[src/rtl/run_monitor_pkg.sv]
// +----------------------------------------------------------------------------+
// | run_monitor_pkg : shared types for the core run monitor  (rev 1.0)         |
// +----------------------------------------------------------------------------+
`default_nettype none

package run_monitor_pkg;

  typedef enum logic [2:0] {
    RUNNING = 3'd0,
    PASS    = 3'd1,
    FAIL    = 3'd2,
    TIMEOUT = 3'd3,
    HANG    = 3'd4
  } run_status_t;

  typedef enum logic [1:0] {
    RESET = 2'd0,
    RUN   = 2'd1,
    DONE  = 2'd2
  } state_t;

  localparam int unsigned TOHOST_PASS = 1;

endpackage : run_monitor_pkg

`default_nettype wire

[src/rtl/pc_trace_buf.sv]
// +----------------------------------------------------------------------------+
// | pc_trace_buf : ring buffer of the most recent retired PCs  (rev 1.0)       |
// +----------------------------------------------------------------------------+
`default_nettype none

module pc_trace_buf #(
  parameter int unsigned XLEN        = 32,
  parameter int unsigned TRACE_DEPTH = 16
) (
  input  logic                           clk,
  input  logic                           rst,
  input  logic                           wr_en,
  input  logic [XLEN-1:0]                wr_pc,
  input  logic [$clog2(TRACE_DEPTH)-1:0] rd_idx,
  output logic [XLEN-1:0]                rd_pc
);

  localparam int unsigned IDX_W = $clog2(TRACE_DEPTH);

  logic [XLEN-1:0]  mem_q [TRACE_DEPTH];
  logic [IDX_W-1:0] wr_ptr_q;
  logic [IDX_W-1:0] wr_ptr_d;
  logic [IDX_W-1:0] rd_addr;

  always_comb begin
    wr_ptr_d = wr_ptr_q;
    if (wr_en) begin
      wr_ptr_d = wr_ptr_q + 1'b1;
    end
  end

  always_ff @(posedge clk or posedge rst) begin
    if (rst) begin
      wr_ptr_q <= '0;
      for (int i = 0; i < TRACE_DEPTH; i++) begin
        mem_q[i] <= '0;
      end
    end else begin
      wr_ptr_q <= wr_ptr_d;
      if (wr_en) begin
        mem_q[wr_ptr_q] <= wr_pc;
      end
    end
  end

  // wr_ptr_q points one past the newest entry; the subtraction wraps naturally.
  always_comb begin
    rd_addr = wr_ptr_q - IDX_W'(1) - rd_idx;
    rd_pc   = mem_q[rd_addr];
  end

endmodule : pc_trace_buf

`default_nettype wire

[src/rtl/core_run_monitor.sv]
// +----------------------------------------------------------------------------+
// | core_run_monitor : core reset sequencer and end-of-run verdict  (rev 1.0)  |
// | Optional PC trace buffer enabled by defining RUN_MONITOR_TRACE_EN.         |
// +----------------------------------------------------------------------------+
`default_nettype none

module core_run_monitor
  import run_monitor_pkg::*;
#(
  parameter int unsigned    XLEN         = 32,
  parameter int unsigned    CNT_W        = 32,
  parameter int unsigned    RESET_CYCLES = 4,
  parameter int unsigned    MAX_CYCLES   = 2500,
  parameter int unsigned    HANG_LIMIT   = 64,
  parameter logic [XLEN-1:0] TOHOST_ADDR = XLEN'(32'h0000_0FFC),
  parameter int unsigned    TRACE_DEPTH  = 16
) (
  input  logic              clk,
  input  logic              rst,
  output logic              core_rst,
  input  logic              pc_valid,
  input  logic [XLEN-1:0]   pc,
  input  logic              mem_we,
  input  logic [XLEN-1:0]   mem_addr,
  input  logic [XLEN-1:0]   mem_wdata,
  output logic              done,
  output run_status_t       status,
  output logic [XLEN-1:0]   exit_code,
  output logic [CNT_W-1:0]  cycle_count,
  output logic [CNT_W-1:0]  instret
`ifdef RUN_MONITOR_TRACE_EN
  ,
  input  logic [$clog2(TRACE_DEPTH)-1:0] trace_idx,
  output logic [XLEN-1:0]                trace_pc
`endif
);

  localparam int unsigned RST_CNT_W = (RESET_CYCLES > 1) ? $clog2(RESET_CYCLES) : 1;
  localparam int unsigned HANG_W    = (HANG_LIMIT > 1) ? $clog2(HANG_LIMIT) : 1;

  generate
    if (RESET_CYCLES < 1 || HANG_LIMIT < 1 || MAX_CYCLES < 1) begin : g_bad_limits
      $error("core_run_monitor: RESET_CYCLES, HANG_LIMIT and MAX_CYCLES must be >= 1");
    end
    if (TRACE_DEPTH < 2 || (TRACE_DEPTH & (TRACE_DEPTH - 1)) != 0) begin : g_bad_depth
      $error("core_run_monitor: TRACE_DEPTH must be a power of two >= 2");
    end
  endgenerate

  state_t               state_q,       state_d;
  logic [RST_CNT_W-1:0] rst_cnt_q,     rst_cnt_d;
  logic                 core_rst_q,    core_rst_d;
  logic                 done_q,        done_d;
  run_status_t          status_q,      status_d;
  logic [XLEN-1:0]      exit_code_q,   exit_code_d;
  logic [CNT_W-1:0]     cycle_count_q, cycle_count_d;
  logic [CNT_W-1:0]     instret_q,     instret_d;
  logic [HANG_W-1:0]    hang_cnt_q,    hang_cnt_d;
  logic [XLEN-1:0]      last_pc_q,     last_pc_d;

  logic progress;
  logic tohost_hit;
  logic hang_hit;
  logic timeout_hit;

  always_comb begin
    progress    = pc_valid && (pc != last_pc_q);
    tohost_hit  = mem_we && (mem_addr == TOHOST_ADDR);
    hang_hit    = !progress && (hang_cnt_q == HANG_W'(HANG_LIMIT - 1));
    timeout_hit = (cycle_count_q == CNT_W'(MAX_CYCLES - 1));
  end

  always_comb begin
    state_d       = state_q;
    rst_cnt_d     = rst_cnt_q;
    core_rst_d    = core_rst_q;
    done_d        = done_q;
    status_d      = status_q;
    exit_code_d   = exit_code_q;
    cycle_count_d = cycle_count_q;
    instret_d     = instret_q;
    hang_cnt_d    = hang_cnt_q;
    last_pc_d     = last_pc_q;

    case (state_q)
      RESET: begin
        if (rst_cnt_q == RST_CNT_W'(RESET_CYCLES - 1)) begin
          state_d    = RUN;
          core_rst_d = 1'b0;
        end else begin
          rst_cnt_d = rst_cnt_q + 1'b1;
        end
      end

      RUN: begin
        if (cycle_count_q != '1) begin
          cycle_count_d = cycle_count_q + 1'b1;
        end
        if (pc_valid) begin
          last_pc_d = pc;
          if (instret_q != '1) begin
            instret_d = instret_q + 1'b1;
          end
        end
        hang_cnt_d = progress ? '0 : hang_cnt_q + 1'b1;

        // A tohost store outranks a hang, which outranks a timeout, on the same edge.
        if (tohost_hit) begin
          state_d = DONE;
          done_d  = 1'b1;
          if (mem_wdata == XLEN'(TOHOST_PASS)) begin
            status_d = PASS;
          end else begin
            status_d    = FAIL;
            exit_code_d = mem_wdata >> 1;
          end
        end else if (hang_hit) begin
          state_d  = DONE;
          done_d   = 1'b1;
          status_d = HANG;
        end else if (timeout_hit) begin
          state_d  = DONE;
          done_d   = 1'b1;
          status_d = TIMEOUT;
        end
      end

      DONE: begin
        state_d = DONE;
      end

      default: begin
        state_d = RESET;
      end
    endcase
  end

  always_ff @(posedge clk or posedge rst) begin
    if (rst) begin
      state_q       <= RESET;
      rst_cnt_q     <= '0;
      core_rst_q    <= 1'b1;
      done_q        <= 1'b0;
      status_q      <= RUNNING;
      exit_code_q   <= '0;
      cycle_count_q <= '0;
      instret_q     <= '0;
      hang_cnt_q    <= '0;
      last_pc_q     <= '0;
    end else begin
      state_q       <= state_d;
      rst_cnt_q     <= rst_cnt_d;
      core_rst_q    <= core_rst_d;
      done_q        <= done_d;
      status_q      <= status_d;
      exit_code_q   <= exit_code_d;
      cycle_count_q <= cycle_count_d;
      instret_q     <= instret_d;
      hang_cnt_q    <= hang_cnt_d;
      last_pc_q     <= last_pc_d;
    end
  end

  assign core_rst    = core_rst_q;
  assign done        = done_q;
  assign status      = status_q;
  assign exit_code   = exit_code_q;
  assign cycle_count = cycle_count_q;
  assign instret     = instret_q;

`ifdef RUN_MONITOR_TRACE_EN
  logic trace_we;

  assign trace_we = (state_q == RUN) && pc_valid;

  pc_trace_buf #(
    .XLEN        (XLEN),
    .TRACE_DEPTH (TRACE_DEPTH)
  ) u_pc_trace_buf (
    .clk    (clk),
    .rst    (rst),
    .wr_en  (trace_we),
    .wr_pc  (pc),
    .rd_idx (trace_idx),
    .rd_pc  (trace_pc)
  );
`endif

endmodule : core_run_monitor

`default_nettype wire
[config.mk]
export PLATFORM = sky130hd
export DESIGN_NAME = core_run_monitor
export DESIGN_NICKNAME = d
export VERILOG_FILES = /design/src/rtl/run_monitor_pkg.sv /design/src/rtl/pc_trace_buf.sv /design/src/rtl/core_run_monitor.sv
export SDC_FILE = /design/constraint.sdc
export NUM_CORES = 1
export LEC_CHECK = 0
export CAP_MARGIN = 15
export CORE_MARGIN = 2
export CORE_UTILIZATION = 47
export DETAILED_ROUTE_END_ITERATION = 6
export PLACE_DENSITY = 0.84
export SYNTH_ARGS = -nofsm -noshare
export SYNTH_HDL_FRONTEND = slang
export SYNTH_SLANG_ARGS = --single-unit
[constraint.sdc]
create_clock -name clk -period 5.75 [get_ports clk]
set_clock_uncertainty 0.1 [all_clocks]
set_input_delay 1.4375 -clock clk [delete_from_list [all_inputs] [get_ports clk]]
set_output_delay 1.4375 -clock clk [all_outputs]
set_load 0.1 [all_outputs]
==> impl_metrics.json <==
{
  "layout_commonest_cell": "clkdlybuf4s50_1",
  "synth_top_family_by_area": "simple AND/OR/NAND/NOR gates",
  "fp.dieArea_sq_um": 15110,
  "arrival_ns": 2.13,
  "routedWlPerCell_um": 17.13,
  "cts_buffers": 17,
  "cts.clk_slew.worst_paths_ns": 0.06,
  "crit_required_ns": 4.21,
  "crit_chain": "clkdlybuf4s50_1",
  "clk_path_buf_depth": 2,
  "layout-drive-gt1-share_pct": 10.65,
  "routed_via_density": 5.429,
  "worstSetupEndpointType": "output pin",
  "grt_max_degree": 121,
  "finalNetCount": 872,
  "finalMaxSlewViolations": 0,
  "seq_area_sq_um": 3555,
  "rsz0062_at_grt": "no",
  "rows": 43,
  "cts.sinks": 142,
  "drcViolationCount": 0,
  "syn_nets": 662,
  "cts_tree": "done",
  "crit_type": "reg2out",
  "grt_pass1_wl_um": 26160,
  "cpMaxStageDelayCell": "clkdlybuf4s50_1",
  "cellPowerDensity_nw_per_um2": 248.9,
  "worst_pin_slew_ns": 1.055,
  "critPathMaxStageDelay_ns": 1.21,
  "synth_compound_area_share_pct": 2.202,
  "relSlewSlack_pct": 29.44,
  "fillCellCount": 973,
  "antenna_found_initial": 0,
  "syn_avg_cell_area_sq_um": 11.96,
  "grt_pass1_vias": 5373,
  "n_antenna_cell": 0,
  "clock_latency_ns": 0.42,
  "status": "finished clean",
  "area_delta_synth_final_pct": 43.17,
  "ys.flop_type": "dfrtp_1",
  "leakage_uw": 0.004218,
  "ant_nets": 0,
  "first_pass_iters": 4,
  "fmax_mhz": 272.4,
  "dieWidth_um": 122.9,
  "drtIter0Drc": 333,
  "drv_cap": 0,
  "setup_viol": 0,
  "fin_setup_tns_ns": 0,
  "dp_hpwl_um": 11960,
  "io_pins": 201,
  "vdd_ir_drop_max_mv": 0.1909,
  "place_congestion": 0.8702,
  "die_h_um": 122.9,
  "hold_viol_final": 0,
  "port_buffers": 199,
  "cts.hold.buffers_added": 0,
  "grt_usage_pct": 22.39,
  "grt-ovfl-total": 0,
  "vias": 5206,
  "synthXorXnorAreaFrac_pct": 13.04,
  "ys.warnings.count": 0,
  "htreeDepth": 4,
  "core-area_sq_um": 13830,
  "cts_root_buf": "clkbuf_16",
  "min_period_ns": 3.671,
  "crit_family": "buffers and inverters",
  "cts_setup_buffers": 0,
  "fin_crit_sh_pct": 63.84,
  "synth_mux_area_share_pct": 11.50,
  "finalWirelength_um": 16430,
  "synth_fa_ha_area_share_pct": 1.129,
  "syn_inst": 556,
  "cp.buffers_inverters": 1,
  "critical_path.max_fanout": 7,
  "fin_total_pwr_uw": 2369,
  "syn_area_sq_um": 6649,
  "cts_resized": 0,
  "seq_area_frac_synth_pct": 53.46,
  "async_reset_ff_share_pct": 100.0,
  "hold_path.class": "reg2reg",
  "critPathLaunchType": "flop",
  "yosys.area_share.simple_pct": 17.07,
  "multi_input_area_sq_um": 2992,
  "ys_ff_latch": 142,
  "synth_edf_count": 0,
  "ys_types": 54,
  "final_cell_mix": "clkdlybuf4s50_1 (199), dfrtp_1 (141), xnor2_1 (74), nand4_1 (36), mux2_2 (36)",
  "start_util_pct": 48.09
}
## sequential cells by signal (all words and copies together) (netlist names)
signal       count
exit_code       31
hang_cnt_q       6
done             1
last_pc_q       32
instret         32
state_q          2
cycle_count     32
core_rst         1
rst_cnt_q        2
status           3
## report_power, final
group	switching, uW	internal [uW]
sequential	0.903	1000
combinational	52.0	74.0
clock	427	815
total	479	1890
## cells by family after synthesis
kind of cell | Yosys count
mux | 68
flops | 142
other cells | 1
buf+inv | 20
fa+ha+maj | 6
xor+xnor | 99
compound gates | 21
simple gates | 199
## routing by layer
| metal | up-vias | track usage (%) | wire length, um |
|---|---|---|---|
| li1 | 2414 | - | - |
| met1 | 2561 | 26.93 | 6669 |
| met2 | 202 | 38.43 | 8447 |
| met3 | 29 | 5.028 | 938 |
| met4 | 0 | 9.986 | 371 |
| met5 | - | 0 | 0 |
## synth_stat cells (2+ instances only)
| cell type | n | area, sq um |
|---|---|---|
| a21boi_0 | 2 | 15.01 |
| a21o_1 | 2 | 15.01 |
| a21oi_1 | 4 | 20.02 |
| and2_1 | 5 | 31.28 |
| and3_1 | 13 | 81.33 |
| and4_1 | 8 | 70.07 |
| buf_6 | 3 | 33.78 |
| clkbuf_1 | 7 | 26.28 |
| dfrtp_1 | 141 | 3528 |
| ha_1 | 6 | 75.07 |
| inv_1 | 8 | 30.03 |
| mux2_1 | 31 | 349.1 |
| mux2_2 | 36 | 405.4 |
| nand2_1 | 31 | 116.4 |
| nand2b_1 | 2 | 12.51 |
| nand3_1 | 24 | 120.1 |
| nand4_1 | 36 | 225.2 |
| nand4b_1 | 2 | 17.52 |
| nor2_1 | 32 | 120.1 |
| nor2_2 | 2 | 12.51 |
| nor3_1 | 8 | 40.04 |
| nor4_1 | 17 | 106.4 |
| nor4_2 | 2 | 25.02 |
| o21ai_0 | 3 | 15.01 |
| or4_1 | 4 | 30.03 |
| or4b_1 | 2 | 20.02 |
| xnor2_1 | 74 | 648.1 |
| xor2_1 | 25 | 219.0 |
## layout make-up
class,count,share of cell area (%)
sequential,142,37.34
multi-input combinational,394,31.43
timing repair buffer,203,21.45
clock buffer,18,4.508
clock inverter,14,2.537
tap,180,2.366
inverter,8,0.3680
## worst paths after layout
path | start | endpoint | slack (ns) | depth (start not counted)
setup / recovery | cycle_count[16] | cycle_count[16] | 2.08 | 1
hold / removal | done | done | 0.38 | 1
setup reg to reg | cycle_count[0] | cycle_count[1] | 2.99 | 6
hold reg to reg | done | done | 0.38 | 1
max in group asynchronous | rst | exit_code[22] | 3.25 | 4
min in group asynchronous | rst | last_pc_q[0] | 1.24 | 2
## metrics by stage
step                hold slack, ns  area, sq um  utilization, %  std cells  setup slack [ns]
finish                      0.3784         9519           68.84        959             2.079
global route                0.3923         9519           68.84        959             1.911
CTS                         0.3820         9492           68.65        958             2.064
detailed placement          0.3704         8821           63.80        926             1.652
global placement            0.3516         8821           63.80        926             1.667
floorplan                   0.3528         6649               -        556            0.4046
(Power assumes the default switching activity.)
